==> src/rtl/datapath_trace_buffer.sv <==
// ----------------------------------------------------------------------------
// datapath_trace_buffer
//
// Trigger-based trace capture for the processor debug datapath. While armed,
// every qualified cycle stores {instr, aluResult, alu_op, jump, ifbranch} into
// a circular buffer. An instruction that matches trig_val under trig_mask
// starts a post-trigger countdown of POST_TRIG samples. When the countdown
// ends the buffer freezes, and the history can be read out oldest first.
//
// Optional feature macro: TRACE_TIMESTAMP_EN
//   When defined, a TS_W-bit cycle counter runs while capturing. Its value is
//   stored in the MSBs of every entry.
//
// Ports
//   clk_i          clock, rising edge
//   rst_n_i        asynchronous active-low reset
//   arm_i          pulse: clear the buffer and start capture
//   cap_valid_i    current-cycle sample is valid
//   instr_i        sampled instruction
//   alu_result_i   sampled ALU result
//   alu_op_i       sampled ALU op
//   jump_i         sampled jump flag
//   ifbranch_i     sampled branch-taken flag
//   trig_mask_i    trigger compare mask over instr
//   trig_val_i     trigger compare value
//   rd_en_i        readout request, honoured only in DONE
//   state_o        0 IDLE, 1 ARMED, 2 POST, 3 DONE
//   done_o         high in DONE
//   fill_cnt_o     number of valid entries, saturates at DEPTH
//   trig_pos_o     readout index of the trigger sample
//   rd_valid_o     rd_data_o is valid this cycle
//   rd_data_o      {ts, instr, alu_result, alu_op, jump, ifbranch}
//   rd_last_o      marks the final entry of the readout
// ----------------------------------------------------------------------------
module datapath_trace_buffer #(
   parameter int DATA_W    = 32,
   parameter int DEPTH     = 16,
   parameter int POST_TRIG = 8,
   parameter int TS_W      = 16,
   localparam int AW       = $clog2(DEPTH),
`ifdef TRACE_TIMESTAMP_EN
   localparam int E        = 2*DATA_W + 4 + TS_W
`else
   localparam int E        = 2*DATA_W + 4
`endif
) (
   input  logic              clk_i,
   input  logic              rst_n_i,
   input  logic              arm_i,
   input  logic              cap_valid_i,
   input  logic [DATA_W-1:0] instr_i,
   input  logic [DATA_W-1:0] alu_result_i,
   input  logic [1:0]        alu_op_i,
   input  logic              jump_i,
   input  logic              ifbranch_i,
   input  logic [DATA_W-1:0] trig_mask_i,
   input  logic [DATA_W-1:0] trig_val_i,
   input  logic              rd_en_i,
   output logic [1:0]        state_o,
   output logic              done_o,
   output logic [AW:0]       fill_cnt_o,
   output logic [AW-1:0]     trig_pos_o,
   output logic              rd_valid_o,
   output logic [E-1:0]      rd_data_o,
   output logic              rd_last_o
);

   typedef enum logic [1:0] {
      IDLE  = 2'd0,
      ARMED = 2'd1,
      POST  = 2'd2,
      DONE  = 2'd3
   } state_t;

   localparam logic [AW:0]   DEPTH_C = (AW+1)'(DEPTH);
   localparam logic [AW-1:0] POST_C  = AW'(POST_TRIG);

   state_t          state_q;
   logic [AW-1:0]   wrPtr_q, wrPtr_d;
   logic [AW-1:0]   rdPtr_q;
   logic [AW-1:0]   postCnt_q;
   logic [AW-1:0]   trigPos_q, trigPos_d;
   logic [AW-1:0]   doneRdPtr;
   logic [AW:0]     fillCnt_q, fillCnt_d;
   logic [AW:0]     rdCnt_q;
   logic            rdValid_q, rdLast_q;
   logic [E-1:0]    rdData_q;
   logic [E-1:0]    mem [DEPTH];
   logic [E-1:0]    wrEntry;
   logic            hit, capturing, wrEn, rdFire;

   // A trigger only counts on a qualified sample; arm in the same cycle
   // suppresses both capture and readout.
   assign hit       = cap_valid_i && ((instr_i & trig_mask_i) == (trig_val_i & trig_mask_i));
   assign capturing = (state_q == ARMED) || (state_q == POST);
   assign wrEn      = capturing && cap_valid_i && !arm_i;
   assign rdFire    = (state_q == DONE) && rd_en_i && (rdCnt_q < fillCnt_q) && !arm_i;

`ifdef TRACE_TIMESTAMP_EN
   logic [TS_W-1:0] ts_q;

   // Free-running capture timestamp, restarted by every arm.
   always_ff @(posedge clk_i or negedge rst_n_i) begin
      if (!rst_n_i) begin
         ts_q <= '0;
      end else if (arm_i) begin
         ts_q <= '0;
      end else if (capturing) begin
         ts_q <= ts_q + TS_W'(1);
      end
   end

   assign wrEntry = {ts_q, instr_i, alu_result_i, alu_op_i, jump_i, ifbranch_i};
`else
   assign wrEntry = {instr_i, alu_result_i, alu_op_i, jump_i, ifbranch_i};
`endif

   // Next write pointer and fill level. The write pointer wraps naturally
   // because DEPTH is a power of two. The trigger position and readout start
   // are derived from these post-write values, because the final write
   // lands on the same edge that enters DONE.
   always_comb begin
      wrPtr_d   = wrPtr_q;
      fillCnt_d = fillCnt_q;
      if (wrEn) begin
         wrPtr_d = wrPtr_q + AW'(1);
         if (fillCnt_q != DEPTH_C) begin
            fillCnt_d = fillCnt_q + (AW+1)'(1);
         end
      end
      trigPos_d = fillCnt_d[AW-1:0] - AW'(1) - POST_C;
      doneRdPtr = (fillCnt_d < DEPTH_C) ? '0 : wrPtr_d;
   end

   // Trace storage. It needs no reset, because fill_cnt decides which
   // entries are meaningful.
   always_ff @(posedge clk_i) begin
      if (wrEn) begin
         mem[wrPtr_q] <= wrEntry;
      end
   end

   // Control FSM and readout path. Arm overrides everything else: it clears
   // all pointers, drops any readout in flight and re-enters ARMED.
   always_ff @(posedge clk_i or negedge rst_n_i) begin
      if (!rst_n_i) begin
         state_q   <= IDLE;
         wrPtr_q   <= '0;
         rdPtr_q   <= '0;
         postCnt_q <= '0;
         trigPos_q <= '0;
         fillCnt_q <= '0;
         rdCnt_q   <= '0;
         rdValid_q <= 1'b0;
         rdLast_q  <= 1'b0;
         rdData_q  <= '0;
      end else if (arm_i) begin
         state_q   <= ARMED;
         wrPtr_q   <= '0;
         rdPtr_q   <= '0;
         postCnt_q <= '0;
         trigPos_q <= '0;
         fillCnt_q <= '0;
         rdCnt_q   <= '0;
         rdValid_q <= 1'b0;
         rdLast_q  <= 1'b0;
      end else begin
         wrPtr_q   <= wrPtr_d;
         fillCnt_q <= fillCnt_d;
         rdValid_q <= rdFire;
         rdLast_q  <= 1'b0;
         if (rdFire) begin
            rdData_q <= mem[rdPtr_q];
            rdLast_q <= (rdCnt_q == fillCnt_q - (AW+1)'(1));
            rdPtr_q  <= rdPtr_q + AW'(1);
            rdCnt_q  <= rdCnt_q + (AW+1)'(1);
         end
         case (state_q)
            ARMED: begin
               if (hit) begin
                  if (POST_C == '0) begin
                     state_q   <= DONE;
                     trigPos_q <= trigPos_d;
                     rdPtr_q   <= doneRdPtr;
                     rdCnt_q   <= '0;
                  end else begin
                     state_q   <= POST;
                     postCnt_q <= POST_C;
                  end
               end
            end
            POST: begin
               if (cap_valid_i) begin
                  postCnt_q <= postCnt_q - AW'(1);
                  if (postCnt_q == AW'(1)) begin
                     state_q   <= DONE;
                     trigPos_q <= trigPos_d;
                     rdPtr_q   <= doneRdPtr;
                     rdCnt_q   <= '0;
                  end
               end
            end
            default: begin
            end
         endcase
      end
   end

   assign state_o    = state_q;
   assign done_o     = (state_q == DONE);
   assign fill_cnt_o = fillCnt_q;
   assign trig_pos_o = trigPos_q;
   assign rd_valid_o = rdValid_q;
   assign rd_data_o  = rdData_q;
   assign rd_last_o  = rdLast_q;

endmodule
==> config.mk <==
export PLATFORM = sky130hd
export DESIGN_NAME = datapath_trace_buffer
export DESIGN_NICKNAME = d
export VERILOG_FILES = /design/src/rtl/datapath_trace_buffer.sv
export SDC_FILE = /design/constraint.sdc
export NUM_CORES = 1
export LEC_CHECK = 0
export ABC_AREA = 1
export CAP_MARGIN = 20
export CORE_UTILIZATION = 50
export CTS_BUF_LIST = sky130_fd_sc_hd__clkbuf_4 sky130_fd_sc_hd__clkbuf_8
export DETAILED_ROUTE_END_ITERATION = 12
export PLACE_DENSITY = 0.71
export SETUP_SLACK_MARGIN = 0.4
export SYNTH_ARGS = -nofsm -noshare
export SYNTH_HDL_FRONTEND = slang
export SYNTH_SLANG_ARGS = --single-unit
==> constraint.sdc <==
create_clock -name clk_i -period 5.75 [get_ports clk_i]
set_input_delay 0.575 -clock clk_i [delete_from_list [all_inputs] [get_ports clk_i]]
set_output_delay 0.575 -clock clk_i [all_outputs]
set_load 0.005 [all_outputs]
# --- After elaboration in Yosys (flattened, before gate mapping) ---
# Memory sizes are Yosys's and may differ from the RTL's. A register that Yosys moved wholly into a read port is not among the register bits.
# Cells that the tools add are included.
totals:
  regBits: 30
  latchBits: 0
  ramBits: 1088
  rom_bits: 0
  inputBits: 137
  out_inout_bits: 82
  elab_cells: 84
  memories: 1
op_classes:
  add_sub_neg: 8
  multipliers: 0
  div: 0
  n_lt_le_gt_ge: 2
  n_eq_ne: 10
  n_shift: 0
  muxes: 34
  bitwise: 3
  n_reduce_logical: 17
memory_table:
  columns: ["name", "words", "word_bits", "read_ports", "rd_ports_with_merged_regs", "wr", "line", "rtl"]
  rows:
  - ["mem", 16, 68, 1, 1, 1, "88", "logic [E-1:0] mem [DEPTH];"]
op_table:
  columns: ["op", "n"]
  rows:
  - ["$and 32x32->32", 2]
  - ["$mux 4", 15]
  - ["$mux 5", 8]
  - ["$eq 32x32->1", 1]
  - ["$add 5x1->5 const B", 2]
  - ["$add 4x1->4 const B", 2]
  - ["$mux 2", 4]
  - ["$pmux 4 s2", 1]
  - ["$sub 4x1->4 const B", 2]
  - ["$logic_and 1x1->1", 6]
  - ["$ne 3x3->1 const B", 2]
  - ["$reduce_and 3->1", 2]
  - ["$reduce_bool 2->1", 3]
  - ["$eq 5x5->1", 1]
  - ["$lt 5x5->1", 1]
  - ["$lt 5x5->1 const B", 1]
  - ["$mux 1", 5]
  - ["$ne 5x5->1 const B", 1]
  - ["$sub 5x1->5 const B", 1]
  - ["$eq 2x2->1 const B", 2]
  - ["$eq 4x1->1 const B", 1]
  - ["$pmux 2 s2", 1]
  - ["$reduce_and 4->1", 1]
  - ["$sub 4x4->4 const B", 1]
  - ["7 further kinds", 8]

# --- Depth between registers and ports, before layout ---
# Gate-level depths: netlist of run 1.
logic_depth:
  ltp_word: 11
  depth_mapped: 14
  ltp_nobuf: 14

# --- Worst setup path after synthesis of run 1 ---
# OpenSTA, ideal clock, no wires.
synth_timing:
  path_kind: "register to register"
  from: "reg state_q[0], in the netlist state_o[0]"
  to: "mem mem[11][0] (netlist name), enable pin"
  setup_time_ps: 494
  arrival_ps: 4194
  required_time_ps: 5256
  slack_ps: 1061
  stages_incl_launch_ff: 8
  n_path_buf: 0
  period_less_slack_ps: 4689
  cell_sequence: "dfrtp_1 > inv_1 > ha_1 > nor3_4 > inv_4 > nor2_1 > inv_1 > nor2_1"
synth_between:
  elab_chain_cells: 6
  word_cells_on_any_way: 7
  cone_classes: "eq/ne (2); mux (2); reduce/logical (3)"
synth_rtl:
  columns: ["element", "line", "rtl"]
  rows:
  - ["from (decl)", "78", "state_t state_q;"]
  - ["from (signal assigned)", "147", "state_q <= IDLE;"]
  - ["from (signal assigned)", "158", "state_q <= ARMED;"]
  - ["from (signal assigned)", "182", "state_q <= DONE;"]
  - ["$eq 2x1->1 or $eq 2x2->1 (tied branches)", "95", "assign capturing = (state_q == ARMED) || (state_q == POST);"]
  - ["$logic_or 1x1->1 (*)", "95", null]
  - ["$logic_and 1x1->1 (*) (2 in series)", "96", "assign wrEn = capturing && cap_valid_i && !arm_i;"]
  - ["$mux 1 (*)", "138", "if (wrEn) begin"]
  - ["$mux 1 (not written as such) (*)", "139", "mem[wrPtr_q] <= wrEntry;"]
  - ["to (decl)", "88", null]
# Every way passes the cells marked *; elsewhere a longest branch is shown, timed or not.

# --- Worst setup path after layout of run 1 ---
layout_timing:
  from: "reg state_q[0], in the netlist state_o[0]"
  to: "mem mem[7][13] (netlist name), enable pin"
# Same word-level chain as after synthesis.

==> flow_summary.yaml, run 1 <==
run_status:
  status: "finished clean"
cells_and_area:
  fillers: 7114
  area_growth_pct: 15.3
  instances_no_fill: 5075
  drive_gt1_share_pct: 10.3
  postLayoutCoreUtil_pct: 58.5
  num-nets-final: 3833
clock_network:
  post-cts-setup-buffers: 0
  tritoncts.num_buffers: 183
  insertion_delay_ns: 0.88
  clock_path_buffers: 3
  clock_sinks: 1186
  tritoncts: "done"
  cts_max_level: 4
  clk_transition_reported_paths_ns: 0.06
  cts-resized-gates: 0
  ctsRootBufferMaster: "clkbuf_8"
  postCtsHoldBufs: 1
timing:
  slew_violations: 0
  fmax_mhz: 298
  fin_crit_sh_pct: 58.3
  hold_violations: 0
  setup_slack_ns: 2.40
  maxSlewHeadroom_pct: 25.6
  worst_pin_slew_ns: 1.12
  clock_skew_ns: 0.0409
  rsz0062_at_grt: "false"
  min_period_ns: 3.35
  tns_ns: 0
  setup_viol: 0
synth:
  yosysWarnings: 0
  synth-async-reset-ratio_pct: 8.26
  ys_seq_area_share_pct: 75.1
  syn_inst: 3465
  yosys_most_used_dff: "edfxtp_1"
  synth.cell_area_mm2: 0.0468
  avgSynthCellArea_um2: 13.5
  ys_ff_latch: 1186
  synth_cell_types: 35
  synth_fp_nets: 3622
  synth_edf_count: 1088
routing:
  vias: 30000
  wl_per_cell_um: 22.7
  ant_nets: 0
  first_pass_iters: 5
  drc: 0
  drt-vias-per-instance: 5.92
  first_iter_violations: 3384
  totalWireLength_um: 115000
die:
  fp.dieArea_mm2: 0.0948
  num_io_pins: 219
  die-height_um: 308
  num_rows: 111
  initial_core_util_pct: 50.7
  die_x_um: 308
  core_area_mm2: 0.0922
global_route:
  grt_max_degree: 217
  grt_first_pass_wirelength_um: 173000
  grt_remaining_overflow: 0
  grt_pass1_vias: 29000
  grt_util_all_layers_pct: 24.2
  antenna_found_initial: 3
power:
  p_sw_mw: 4.51
  clkPwrFrac_pct: 37.7
  p_int_mw: 14.6
  swShare_pct: 23.7
  power_density_mw_per_mm2: 353
  p_seq_share_pct: 52.7
  p_comb_share_pct: 9.6
  p_leak_nw: 17.8
  ir_drop_mv: 0.242
place:
  io_buffers: 218
  finalWeightedCongestion: 0.795
  dp_hpwl_um: 59900
  dp.cells: 4732
  dp_slack_ns: 1.83
setup_path:
  slowest_stage: "nor2_4"
  cp.arrival_ns: 3.82
  cp_top_family: "simple AND/OR/NAND/NOR gates"
  r2r_cells: 8
  worst_setup_path_start_kind: "flop"
  required_ns: 6.22
  cp.depth: 8
  end_kind: "flop"
  path_cells: "inv_1 -> ha_1 -> nor3_4 -> inv_4 -> nor2_1 -> inv_1 -> nor2_4 -> buf_4"
  critical-path-max-stage-delay_ns: 0.76
  worst-path-max-fanout: 24
  critPathBufInv: 4
  critPathKind: "reg2reg"
  cpMostUsedCell: "inv_1"
worst_hold_path:
  hp-class: "in2async"
job:
  cap_violations: 0
==> per-stage QoR <==
stage | hold slack [ns] | cell area [um2] | total power [mW]
floorplan | 0.279 | 46800 | 11.0
global placement | 0.464 | 50000 | 12.0
detailed placement | 0.491 | 50100 | 12.1
CTS | 0.221 | 53900 | 19.2
global route | 0.300 | 53900 | 19.7
finish | 0.285 | 53900 | 19.1
==> power by group through the flow <==
stage | combinational [mW] | sequential (mW) | clock [mW]
6_report | 1.83 | 10.0 | 7.18
5_1_grt | 2.02 | 10.1 | 7.62
4_1_cts | 1.85 | 10.1 | 7.27
3_5_place_dp | 1.84 | 10.2 | 0
3_3_place_gp | 1.80 | 10.2 | 0
2_1_floorplan | 0.843 | 10.1 | 0
==> path summary, 6_finish.rpt <==
check	from	slack [ns]	endpoint
worst min-delay path	rst_n_i	0.29	rd_data_o[13]
worst min register to register	trig_pos_o[3]	0.50	trig_pos_o[3]
worst max-delay path	state_o[0]	2.40	mem[7][13]
max in group asynchronous	rst_n_i	4.11	rd_data_o[54]
min in group clk_i	instr_i[2]	0.49	mem[0][38]
worst max register to register	state_o[0]	2.40	mem[7][13]
==> layout make-up <==
type / instances / area, um2 / area share, %
clock inverters: 64 / 493 / 0.914
well taps: 1243 / 1560 / 2.88
flip-flops and latches: 1186 / 35100 / 65.1
diodes: 2 / 5.00 / 0.00928
inverters: 97 / 397 / 0.735
clock buffers: 275 / 3330 / 6.17
multi-input cells: 1939 / 10200 / 18.9
repair buffers: 269 / 2830 / 5.25
==> cell usage after synthesis (4+ instances only) <==
| library cell | n | share of area, % |
|---|---|---|
| clkbuf_1 | 142 | 1.1 |
| nor3_1 | 4 | 0.043 |
| or2_2 | 4 | 0.053 |
| a21oi_1 | 13 | 0.14 |
| buf_2 | 55 | 0.59 |
| inv_1 | 90 | 0.72 |
| nand2_1 | 124 | 1.0 |
| o21ai_0 | 514 | 5.5 |
| o21ai_1 | 49 | 0.52 |
| edfxtp_1 | 1088 | 70 |
| nor2_1 | 667 | 5.4 |
| nand4_1 | 4 | 0.053 |
| o22ai_1 | 86 | 1.2 |
| a31oi_1 | 68 | 0.91 |
| buf_6 | 16 | 0.39 |
| buf_4 | 29 | 0.47 |
| o221ai_1 | 187 | 3.5 |
| ha_1 | 20 | 0.53 |
| xor2_1 | 7 | 0.13 |
| nand3_1 | 96 | 1.0 |
| dfrtp_1 | 98 | 5.2 |
| inv_2 | 4 | 0.032 |
| o211ai_1 | 85 | 1.4 |
==> cells in the final DEF, fill, tap and decap left out, types with 5 or more instances in the layout <==
| cell | count |
|---|---|
| a21oi_1 | 13 |
| a31oi_1 | 68 |
| buf_12 | 18 |
| buf_4 | 30 |
| clkbuf_4 | 73 |
| clkbuf_8 | 202 |
| clkdlybuf4s50_1 | 217 |
| clkinv_1 | 31 |
| clkinv_2 | 14 |
| clkinv_8 | 5 |
| clkinvlp_4 | 6 |
| dfrtp_1 | 94 |
| edfxtp_1 | 1088 |
| ha_1 | 20 |
| inv_1 | 89 |
| nand2_1 | 124 |
| nand3_1 | 96 |
| nor2_1 | 651 |
| nor2_4 | 18 |
| o211ai_1 | 85 |
| o21ai_0 | 514 |
| o21ai_1 | 49 |
| o221ai_1 | 187 |
| o22ai_1 | 86 |
| xor2_1 | 7 |
==> metal layers <==
metal,track usage [%],wire [um]
met5,0,12
met4,8.37,2630
met3,4.97,10200
met2,37.8,54000
met1,34.0,48300
==> flip-flops by register name, indices dropped and copies added, names as in the netlist <==
name        count
rd_last_o       1
rdPtr_q         4
rd_valid_o      1
rdCnt_q         5
state_o         2
fill_cnt_o      5
trig_pos_o      4
postCnt_q       4
wrPtr_q         4
rd_data_o      68
mem          1088
==> logic make-up after synthesis <==
group                      share of synthesized area (%)
xor gates and xnor gates                           0.203
AOI/OAI and AO/OA                                   13.2
buffers and inverters                               3.37
adders and majority gates                          0.535
DFF                                                 75.1
and+or+nand+nor                                     7.61
Power figures use the tool's default switching activity.
==> inputs of run 2 (changes only) <==
- PLACE_DENSITY: 0.71 -> 0.74
- clock period: 5.75 -> 2.8 ns (I/O delays scaled with it)
==> run 2 against run 1 <==
Against the previous run: via count up 2.3%; sequential share of layout area down 1.2 points; first-iteration DRC count grew 5.2%; non-clock buffer count rose by 80; global-route usage is 1.1 points higher; final area up 1.9%; fmax is 43% higher; combinational power grew 120%.
==> flow_summary.yaml, run 2 (synthesized netlist as in run 1, its figures left out) <==
routing:
  totalWireLength_um: 122000
  first_iter_violations: 3560
  vias: 30700
  ant_nets: 0
  first_pass_iters: 5
  drt-vias-per-instance: 5.97
  drc: 0
  wl_per_cell_um: 23.7
clock_network:
  tritoncts.num_buffers: 178
  clock_sinks: 1186
  tritoncts: "done"
  clock_path_buffers: 3
  cts_max_level: 4
  clk_transition_reported_paths_ns: 0.06
  insertion_delay_ns: 0.86
  ctsRootBufferMaster: "clkbuf_8"
run_status:
  status: "finished clean"
timing:
  worst_pin_slew_ns: 0.846
  setup_viol: 0
  fin_crit_sh_pct: 83.9
  rsz0062_at_grt: "true"
  slew_violations: 0
  clock_skew_ns: 0.0514
  setup_slack_ns: 0.451
  hold_violations: 0
  fmax_mhz: 426
  tns_ns: 0
  maxSlewHeadroom_pct: 43.6
  min_period_ns: 2.35
worst_hold_path:
  min_from: "instr_i[26]"
  hp-class: "in2reg"
  holdPathEnd: "mem[8][62]"
  min_delay_path_depth: 2
die:
  initial_core_util_pct: 50.7
  num_io_pins: 219
  core_area_mm2: 0.0922
  die-height_um: 308
  num_rows: 111
  die_x_um: 308
  fp.dieArea_mm2: 0.0948
cells_and_area:
  postLayoutCoreUtil_pct: 59.6
  final_common_cell: "edfxtp_1"
  area_growth_pct: 17.5
  num-nets-final: 3909
  regMostFlops: "mem"
  instances_no_fill: 5150
  fillers: 6925
  drive_gt1_share_pct: 12.5
  layout_common_cells: "edfxtp_1 (1088), nor2_1 (650), o21ai_0 (514)"
  largest_reg_flops: 1088
power:
  ir_drop_mv: 0.436
  power_density_mw_per_mm2: 711
  p_leak_nw: 18.4
setup_path:
  end_kind: "flop"
  critPathKind: "reg2reg"
  rr_startpoint: "state_o[1]"
  worst_setup_path_start_kind: "flop"
  reg2reg_slack_ns: 0.45
  r2r_cells: 6
  required_ns: 3.30
  cp.arrival_ns: 2.85
  r2r_end: "mem[14][14]"
  worst-path-max-fanout: 25
place:
  dp_slack_ns: 0.144
  finalWeightedCongestion: 0.793
  dp.cells: 4800
  io_buffers: 218
  dp_hpwl_um: 62400
global_route:
  grt_max_degree: 160
  grt_remaining_overflow: 0
  grt_first_pass_wirelength_um: 180000
  grt_util_all_layers_pct: 25.4
  grt_pass1_vias: 29200
  antenna_found_initial: 3
job:
  cap_violations: 0
[run 2: cell count changes in the layout (fill, tap and decap cells not counted), moves of 3 or more]
cell / delta
inv_8: +4
nand2_2: +3
inv_6: +3
clkbuf_8: -6
clkbuf_4: +12
clkinvlp_4: -5
clkinv_1: -12
buf_4: +39
buf_12: +37
clkinv_2: +5
nand2_1: -3
[run 2: timing repair]
| item | 4_1_cts | 5_1_grt |
|---|---|---|
| cloned | 1 | 3 |
| endpoints found under the setup margin | 224 | 166 |
| pin swaps | 1 | 2 |
| gates resized for setup | 2 | 6 |
| buffers inserted | 4 | 4 |
| hold buffers | 3 | 0 |
| endpoints found under the hold margin | 98 | 0 |
[run 2: power breakdown]
group	leakage, nW	switching [mW]	internal (mW)
clock network	2.00	6.65	7.75
logic	5.36	2.11	1.92
registers	11.0	0.583	20.1
[run 2: worst max-delay path by stage]
stage               endpoint          start  depth (start not counted)  slack, ns
2_1_floorplan     mem[11][0]     state_o[0]                          7      0.007
3_3_place_gp      state_o[1]     instr_i[8]                         14       0.20
3_5_place_dp      state_o[0]     instr_i[8]                         14       0.14
4_1_cts        rd_data_o[64]  fill_cnt_o[3]                         10       0.43
5_1_grt          mem[14][14]     state_o[1]                          6       0.37
6_report         mem[14][14]     state_o[1]                          6       0.45
[run 2: final cells by class]
cell class,instances,area (um2),share of cell area (%)
diodes,2,5.00,0.00910
multi-input cells,1939,10200,18.6
clock buffers,281,3340,6.07
clock inverters,52,368,0.669
inverters,97,414,0.753
repair inverters,1,8.76,0.0159
well taps,1243,1560,2.83
flip-flops and latches,1186,35100,63.9
repair buffers,349,3930,7.14
[run 2: layer usage]
metal / track usage [%] / wire [um] / vias up / part of all wire, %
met5: 0 / 0 / - / 0
met4: 8.21 / 2780 / 0 / 2.3
met3: 5.03 / 11400 / 205 / 9.3
met2: 39.7 / 57400 / 1583 / 47
met1: 35.8 / 50300 / 15300 / 41
li1: - / - / 13700 / -
[run 2: metrics by stage]
| step | cell area [um2] | hold slack, ns | power [mW] |
|---|---|---|---|
| final | 55000 | 0.242 | 39.1 |
| after global routing | 55000 | 0.217 | 40.4 |
| after CTS | 54900 | 0.178 | 39.2 |
| after detailed placement | 51000 | 0.318 | 25.0 |
| after global placement | 51000 | 0.322 | 24.9 |
| after floorplan | 46900 | -0.0156 | 22.6 |
[run 2: worst max-delay path, stage by stage, from the launching register on]
cell     delay [ns]
dfrtp_2        0.45
ha_4           0.24
nor3_4         0.20
buf_4          0.20
nand2_2        0.15
nor2_4         0.30
buf_6          0.41
